--- src/rtl/cla_sub_pkg.sv ---
// Shared definitions for the digit-serial CLA subtractor: digit width, FSM
// state encoding and a digit-count helper.
package cla_sub_pkg;

  localparam int DIGIT_W = 2;

  typedef enum logic [1:0] {
    S_IDLE,
    S_RUN,
    S_DONE
  } sub_state_t;

  function automatic int digit_count(input int width);
    return width / DIGIT_W;
  endfunction

endpackage

--- src/rtl/cla_digit_2b.sv ---
// Combinational 2-bit carry-lookahead digit slice. It is driven with
// p = a ^ ~b and g = a & ~b, so the sum is the digit of a - b.
module cla_digit_2b (
  input  logic [1:0] p,
  input  logic [1:0] g,
  input  logic       cin,
  output logic [1:0] s,
  output logic       c_mid,
  output logic       cout,
  output logic       P,
  output logic       G
);

  assign P     = p[1] & p[0];
  assign G     = g[1] | (p[1] & g[0]);
  assign c_mid = g[0] | (p[0] & cin);
  assign cout  = G | (P & cin);
  assign s     = {p[1] ^ c_mid, p[0] ^ cin};

endmodule

--- src/rtl/cla_serial_sub.sv ---
// Digit-serial A - B, two bits per clock through one reused CLA digit slice.
// Optional signed-overflow output enabled by macro CLA_SUB_OVF_EN.
module cla_serial_sub
  import cla_sub_pkg::*;
#(
  parameter int WIDTH = 16
) (
  input  logic             clk,
  input  logic             rst_n,
  input  logic             in_valid,
  output logic             in_ready,
  input  logic [WIDTH-1:0] a,
  input  logic [WIDTH-1:0] b,
  output logic             out_valid,
  input  logic             out_ready,
  output logic [WIDTH-1:0] diff,
  output logic             borrow
`ifdef CLA_SUB_OVF_EN
  ,
  output logic             ovf
`endif
);

  localparam int N     = digit_count(WIDTH);
  localparam int CNT_W = (N > 1) ? $clog2(N) : 1;

  sub_state_t r_state, w_state_nxt;

  logic [WIDTH-1:0]   r_a, r_nb, r_diff;
  logic               r_carry, r_borrow;
  logic [CNT_W-1:0]   r_cnt;
  logic [DIGIT_W-1:0] w_p, w_g, w_s;
  logic               w_cmid, w_cout, w_grp_p, w_grp_g, w_last;
  logic               w_unused;

  assign w_last = (r_cnt == CNT_W'(N - 1));
  assign w_p    = r_a[DIGIT_W*r_cnt +: DIGIT_W] ^ r_nb[DIGIT_W*r_cnt +: DIGIT_W];
  assign w_g    = r_a[DIGIT_W*r_cnt +: DIGIT_W] & r_nb[DIGIT_W*r_cnt +: DIGIT_W];

  cla_digit_2b u_digit (
    .p     (w_p),
    .g     (w_g),
    .cin   (r_carry),
    .s     (w_s),
    .c_mid (w_cmid),
    .cout  (w_cout),
    .P     (w_grp_p),
    .G     (w_grp_g)
  );

  // Group propagate/generate are for cascading slices; a single serial slice needs only cout.
  assign w_unused = w_grp_p ^ w_grp_g ^ w_cmid;

  always_ff @(posedge clk) begin
    if (!rst_n) r_state <= S_IDLE;
    else        r_state <= w_state_nxt;
  end

  always_comb begin
    w_state_nxt = r_state;
    in_ready    = 1'b0;
    out_valid   = 1'b0;
    case (r_state)
      S_IDLE: begin
        in_ready = 1'b1;
        if (in_valid) w_state_nxt = S_RUN;
      end
      S_RUN: begin
        if (w_last) w_state_nxt = S_DONE;
      end
      S_DONE: begin
        out_valid = 1'b1;
        if (out_ready) w_state_nxt = S_IDLE;
      end
      default: w_state_nxt = S_IDLE;
    endcase
  end

`ifdef CLA_SUB_OVF_EN
  logic r_ovf;
`endif

  always_ff @(posedge clk) begin
    if (!rst_n) begin
      r_diff   <= '0;
      r_borrow <= 1'b0;
      r_carry  <= 1'b0;
      r_cnt    <= '0;
`ifdef CLA_SUB_OVF_EN
      r_ovf    <= 1'b0;
`endif
    end else begin
      case (r_state)
        S_IDLE: begin
          if (in_valid) begin
            r_a     <= a;
            r_nb    <= ~b;
            r_carry <= 1'b1;
            r_cnt   <= '0;
          end
        end
        S_RUN: begin
          r_diff[DIGIT_W*r_cnt +: DIGIT_W] <= w_s;
          r_carry <= w_cout;
          r_cnt   <= r_cnt + 1'b1;
          if (w_last) begin
            r_borrow <= ~w_cout;
`ifdef CLA_SUB_OVF_EN
            r_ovf    <= w_cmid ^ w_cout;
`endif
          end
        end
        default: ;
      endcase
    end
  end

  assign diff   = r_diff;
  assign borrow = r_borrow;
`ifdef CLA_SUB_OVF_EN
  assign ovf    = r_ovf;
`endif

endmodule

--- config.mk ---
export PLATFORM = sky130hd
export DESIGN_NAME = cla_serial_sub
export DESIGN_NICKNAME = d
export VERILOG_FILES = /design/src/rtl/cla_sub_pkg.sv /design/src/rtl/cla_digit_2b.sv /design/src/rtl/cla_serial_sub.sv
export SDC_FILE = /design/constraint.sdc
export NUM_CORES = 1
export LEC_CHECK = 0
export ABC_AREA = 1
export CORE_AREA = 2 2 78 80
export DETAILED_ROUTE_END_ITERATION = 7
export DIE_AREA = 0 0 80 82
export GPL_ROUTABILITY_DRIVEN = 1
export PLACE_DENSITY = 0.72
export SLEW_MARGIN = 20
export SYNTH_ARGS = -nofsm -noshare
export SYNTH_HDL_FRONTEND = slang
export SYNTH_SLANG_ARGS = --single-unit
--- constraint.sdc ---
create_clock -name clk -period 2.48 [get_ports clk]
set_input_delay 0.248 -clock clk [delete_from_list [all_inputs] [get_ports clk]]
set_output_delay 0.248 -clock clk [all_outputs]
set_load 0.05 [all_outputs]
# Word-level counts from Yosys, hierarchy flattened
# Cells that the tools add are included.
totals:
  regBits: 55
  out_inout_bits: 19
  word_cells: 49
classes:
  addsub: 2
  eq_ne: 6
  n_shift: 4
  muxes: 11
  bitwise: 13
  n_reduce_logical: 6
ops:
  columns: ["operator", "n"]
  rows:
  - ["$neg A4 Y34", 1]
  - ["$shift A2 B34 Y16 const A", 1]
  - ["$shiftx A2 B34 Y16", 1]
  - ["$shiftx A16 B5 Y2", 2]
  - ["$bwmux W16", 1]
  - ["$not A16 Y16", 1]
  - ["$mux W2", 3]
  - ["$ne A2 B2 Y1 const B", 3]
  - ["$pmux W2 S3", 1]
  - ["$pmux W3 S2", 1]
  - ["$reduce_and A3 Y1", 2]
  - ["$and A1 B1 Y1", 4]
  - ["$reduce_and A2 Y1", 2]
  - ["$add A3 B1 Y3 const B", 1]
  - ["$eq A3 B3 Y1 const B", 1]
  - ["$mux W1", 3]
  - ["$mux W3", 1]
  - ["$or A1 B1 Y1", 3]
  - ["$and A2 B2 Y2", 1]
  - ["$eq A2 B1 Y1 const B", 1]
  - ["$eq A2 B2 Y1 const B", 1]
  - ["$logic_not A2 Y1", 1]
  - ["$pmux W1 S2", 1]
  - ["$reduce_bool A2 Y1", 1]
  - ["3 further kinds", 4]

# Logic depth before layout (Yosys ltp)
logic_depth:
  word_depth: 7
  ltp_mapped: 14
  depth_no_buf: 13

# Cells and area by module
# From an unflattened synthesis, not the netlist that was laid out.
unflattened:
  hier_cells: 315
  area_unflattened_um2: 2655.0
modules_own_cells:
  columns: ["mod", "n_inst", "cells_per_inst", "area_each_um2", "seq_area_each_um2"]
  rows:
  - ["cla_serial_sub", 1, 301, 2583.7, 1421.4]
  - ["cla_digit_2b", 1, 14, 71.3, 0.0]

# Least setup slack after synthesis
# No wires, ideal clock.
synth_timing:
  path_kind: "reg-to-reg"
  startpoint: "reg r_state[0]"
  endpoint: "reg r_a[0], enable pin"
  setup_time_ns: 0.421
  arrival_ns: 2.602
  slack_ns: -0.543
  stages_incl_launch_ff: 4
  path_buffers: 0
  period_less_slack_ns: 3.023
  path_cell_list: "dfxtp_1 nor2_1 nand2_1 nor2_1"
synth_between:
  elab_chain_len: 2
synth_lines:
  columns: ["element", "line_no", "text"]
  rows:
  - ["from (decl)", "cla_serial_sub.sv:27", "sub_state_t r_state, w_state_nxt;"]
  - ["from (signal assigned)", "cla_serial_sub.sv:56", "else r_state <= w_state_nxt;"]
  - ["$logic_not A2 Y1", "cla_serial_sub.sv:93", "case (r_state)"]
  - ["$reduce_and A3 Y1 (no line)", null, null]
  - ["to (signal assigned)", "cla_serial_sub.sv:96", "r_a <= a;"]
  - ["to (decl)", "cla_serial_sub.sv:29", "logic [WIDTH-1:0] r_a, r_nb, r_diff;"]
# No other way between the ends.
# A chain may end at the register's enable or synchronous reset.

# Worst setup path after layout
layout_timing:
  startpoint: "reg r_cnt[0]"
  endpoint: "reg r_diff[4], in the netlist diff[4]"
layout_between:
  elab_chain_len: 7
layout_lines:
  columns: ["element", "line_no", "text"]
  rows:
  - ["from (decl)", "cla_serial_sub.sv:31", "logic [CNT_W-1:0] r_cnt;"]
  - ["from (signal assigned)", "cla_serial_sub.sv:105", "r_cnt <= r_cnt + 1'b1;"]
  - ["$shiftx A16 B5 Y2", "cla_serial_sub.sv:37, cla_serial_sub.sv:38", null]
  - ["$xor A2 B2 Y2", "cla_serial_sub.sv:37", "assign w_p = r_a[DIGIT_W*r_cnt +: DIGIT_W] ^ r_nb[DIGIT_W*r_cnt +: DIGIT_W];"]
  - ["$and A1 B1 Y1", "cla_digit_2b.sv:16", "assign c_mid = g[0] | (p[0] & cin);"]
  - ["$or A1 B1 Y1", "cla_digit_2b.sv:16", null]
  - ["$xor A1 B1 Y1", "cla_digit_2b.sv:18", "assign s = {p[1] ^ c_mid, p[0] ^ cin};"]
  - ["$shiftx A2 B34 Y16", "cla_serial_sub.sv:103", "r_diff[DIGIT_W*r_cnt +: DIGIT_W] <= w_s;"]
  - ["$bwmux W16 *", "cla_serial_sub.sv:103", null]
  - ["to (signal, indexed assignment)", "cla_serial_sub.sv:103", null]
  - ["to (decl)", "cla_serial_sub.sv:29", null]
# Mark *: on every way between the ends. The rest lies on a longest branch, timed or not.

==> out/results.ini <==
[outcome]
status=finished clean

[die]
fp.dieArea_sq_um=6560
ios=55
die_height_um=82
die_x_um=80
coreArea_sq_um=5746
core.rowCount=28
initial_core_util_pct=44.73

[clock_tree]
root_buffer=clkbuf_8
clk_pin_slew_worst_paths_ps=100
cts_num_sinks=55
cts-htree-levels=2
cts_tree=built
ctsHoldBuffers=0
cts_buffer_depth=2
clk_latency_ps=310
postCtsSetupRepairBufs=0
cts_made_buffers=5

[worst_setup_path]
endpoint_kind=register
cp.required_ps=2730
cp_max_fo=21
start_kind=register
worst-setup-path-type=reg2reg
crit_arrival_ps=2330

[finish]
fill_cells=547
syn_to_final_growth_pct=29.50
drive_gt1_share_pct=5.707
fin_cells=443
final_nets=413
antennaDiodeCount=0

[grt]
antenna_found_initial=0
grt_pass1_vias=1899
grt_pass1_wl_um=8128
grt_remaining_overflow=0
grt_max_degree=33
grt_usage_pct=16.01

[sta]
slew_violations=0
maxSlewHeadroom_pct=66.51
clock_skew_ps=8.028
min_period_over_period_pct=83.94
grt_setup_unrepaired=false
setup_violations=0
setup-tns-final_ps=0
clock.fmax_mhz=480.4
fin_crit_ps=2082
worstMarginPinSlew_ps=500.8
hold_viol=0

[yosys]
syn_area_sq_um=2570
yosysTopAreaCell=edfxtp_1
synth_cell_types=22
synth_seq_area_share_pct=55.31
syn-instance-count=307
syn_area_per_cell_sq_um=8.371
synth_top_area_share_pct=37.39
synth_seq_cells=55
ys_warn_count=0
synth_edf_count=32
synth_area_leaders=edfxtp_1, dfxtp_1, nor2_1
synth_nets=353
synthTopCellsByCount=nor2_1, nand2_1, inv_1, edfxtp_1, dfxtp_1
async_reset_ff_share_pct=0
ys.flop_type=edfxtp_1
synthMostInstantiatedCell=nor2_1

[min_path]
hp-class=in2reg

[flow_run]
max_cap_viol_count=0

[power_and_ir_drop]
power.static_leakage_nw=1.462
peakVddDrop_mv=0.3825
power.density_nw_per_um2=571.0

[drt]
avgViaCountPerCell=4.623
drtPass1Iterations=4
ant_nets=0
drt_iter0_markers=86
totalWireLength_um=4959
drc=0
wire_per_inst_um=11.19
via_count=2048

[place]
portBuffers=54
dp_cells=435
dp_hpwl_um=3842
place_congestion=0.8126

cell type report:
type,count,area [sq um],share of cell area [%]
Inverter,47,176.4,5.301
Clock inverter,3,47.55,1.429
Timing Repair Buffer,60,585.6,17.59
Clock buffer,5,68.82,2.068
Multi-Input combinational cell,198,933.4,28.05
Tap cell,75,93.84,2.820
Sequential cell,55,1423,42.74
where the power goes:
group	leakage, nW	switching, mW	internal, mW
clock network	0.0587	0.297	0.306
registers	0.484	0.0172	1.00
logic	0.919	0.160	0.118
cell families (layout without fill, tap and decap cells):
| logic type | after synthesis | count (layout) | synth area share, % |
|---|---|---|---|
| AO/OA/AOI/OAI | 32 | 32 | 6.427 |
| AND/OR/NAND/NOR | 156 | 156 | 24.44 |
| buffers and inverters | 54 | 115 | 8.666 |
| adder cells (fa/ha/maj) | 10 | 10 | 5.161 |
| flip-flops | 55 | 55 | 55.31 |
per-stage QoR:
stage / worst slack (ps) / hold WS, ps / util (%) / total power, mW / instance area [sq um]
6_report: 398.4 / 480.3 / 57.93 / 1.901 / 3328
5_1_grt: 92.79 / 459.0 / 57.93 / 1.993 / 3328
4_1_cts: 259.0 / 469.9 / 57.91 / 1.923 / 3327
3_5_place_dp: 314.3 / 481.4 / 55.88 / 1.319 / 3211
3_3_place_gp: 341.0 / 480.1 / 55.88 / 1.312 / 3211
2_1_floorplan: 267.0 / 346.9 / - / 1.206 / 2577
cells in the final DEF (no fill, tap or decap), types with 2 or more instances in the layout:
cell,n
ha_1,9
nand3_1,5
nand3b_1,6
dfxtp_1,22
o21ai_0,16
clkdlybuf4s50_1,54
nand2_1,64
inv_2,2
o21ai_1,6
nor2_1,74
nand4_1,2
buf_4,6
edfxtp_1,32
clkbuf_8,5
a21oi_1,8
inv_1,45
nand2_2,2
sequential cells by signal, indices dropped and copies added, names as in the netlist:
name	count
borrow	1
diff	16
r_a	16
r_carry	1
r_cnt	3
r_nb	16
r_state	2
critical path, stage by stage, from the launching register on:
cell and delay [ps]:
dfxtp_2 430, inv_2 170, o21ai_0 230, nand2_1 80
nand2_1 60, nand2_1 90, fa_1 530, nand3_1 100
nor2_1 170, nor2_1 70, nor2_1 90
per-layer routing:
metal,vias to the layer above,GRT usage [%],share of wire [%]
li1,1082,-,-
met1,905,17.68,42
met2,53,30.75,51
met3,8,3.846,5.2
met4,0,4.068,1.3
met5,-,0,0
path summary, 6_finish.rpt:
kind	start	cells after the start	to	slack, ps
max	r_cnt[0]	10	diff[4]	400
min	b[4]	2	r_nb[4]	480
max reg2reg	r_cnt[0]	10	diff[4]	400
min reg2reg	diff[0]	2	diff[0]	500
what timing repair did:
item / 4_1_cts / 5_1_grt
endpoints found under the setup margin: 0 / 3
endpoints found under the hold margin: 0 / 0
resized for setup: 0 / 1
Note: power is estimated with default switching activity, not from simulation.
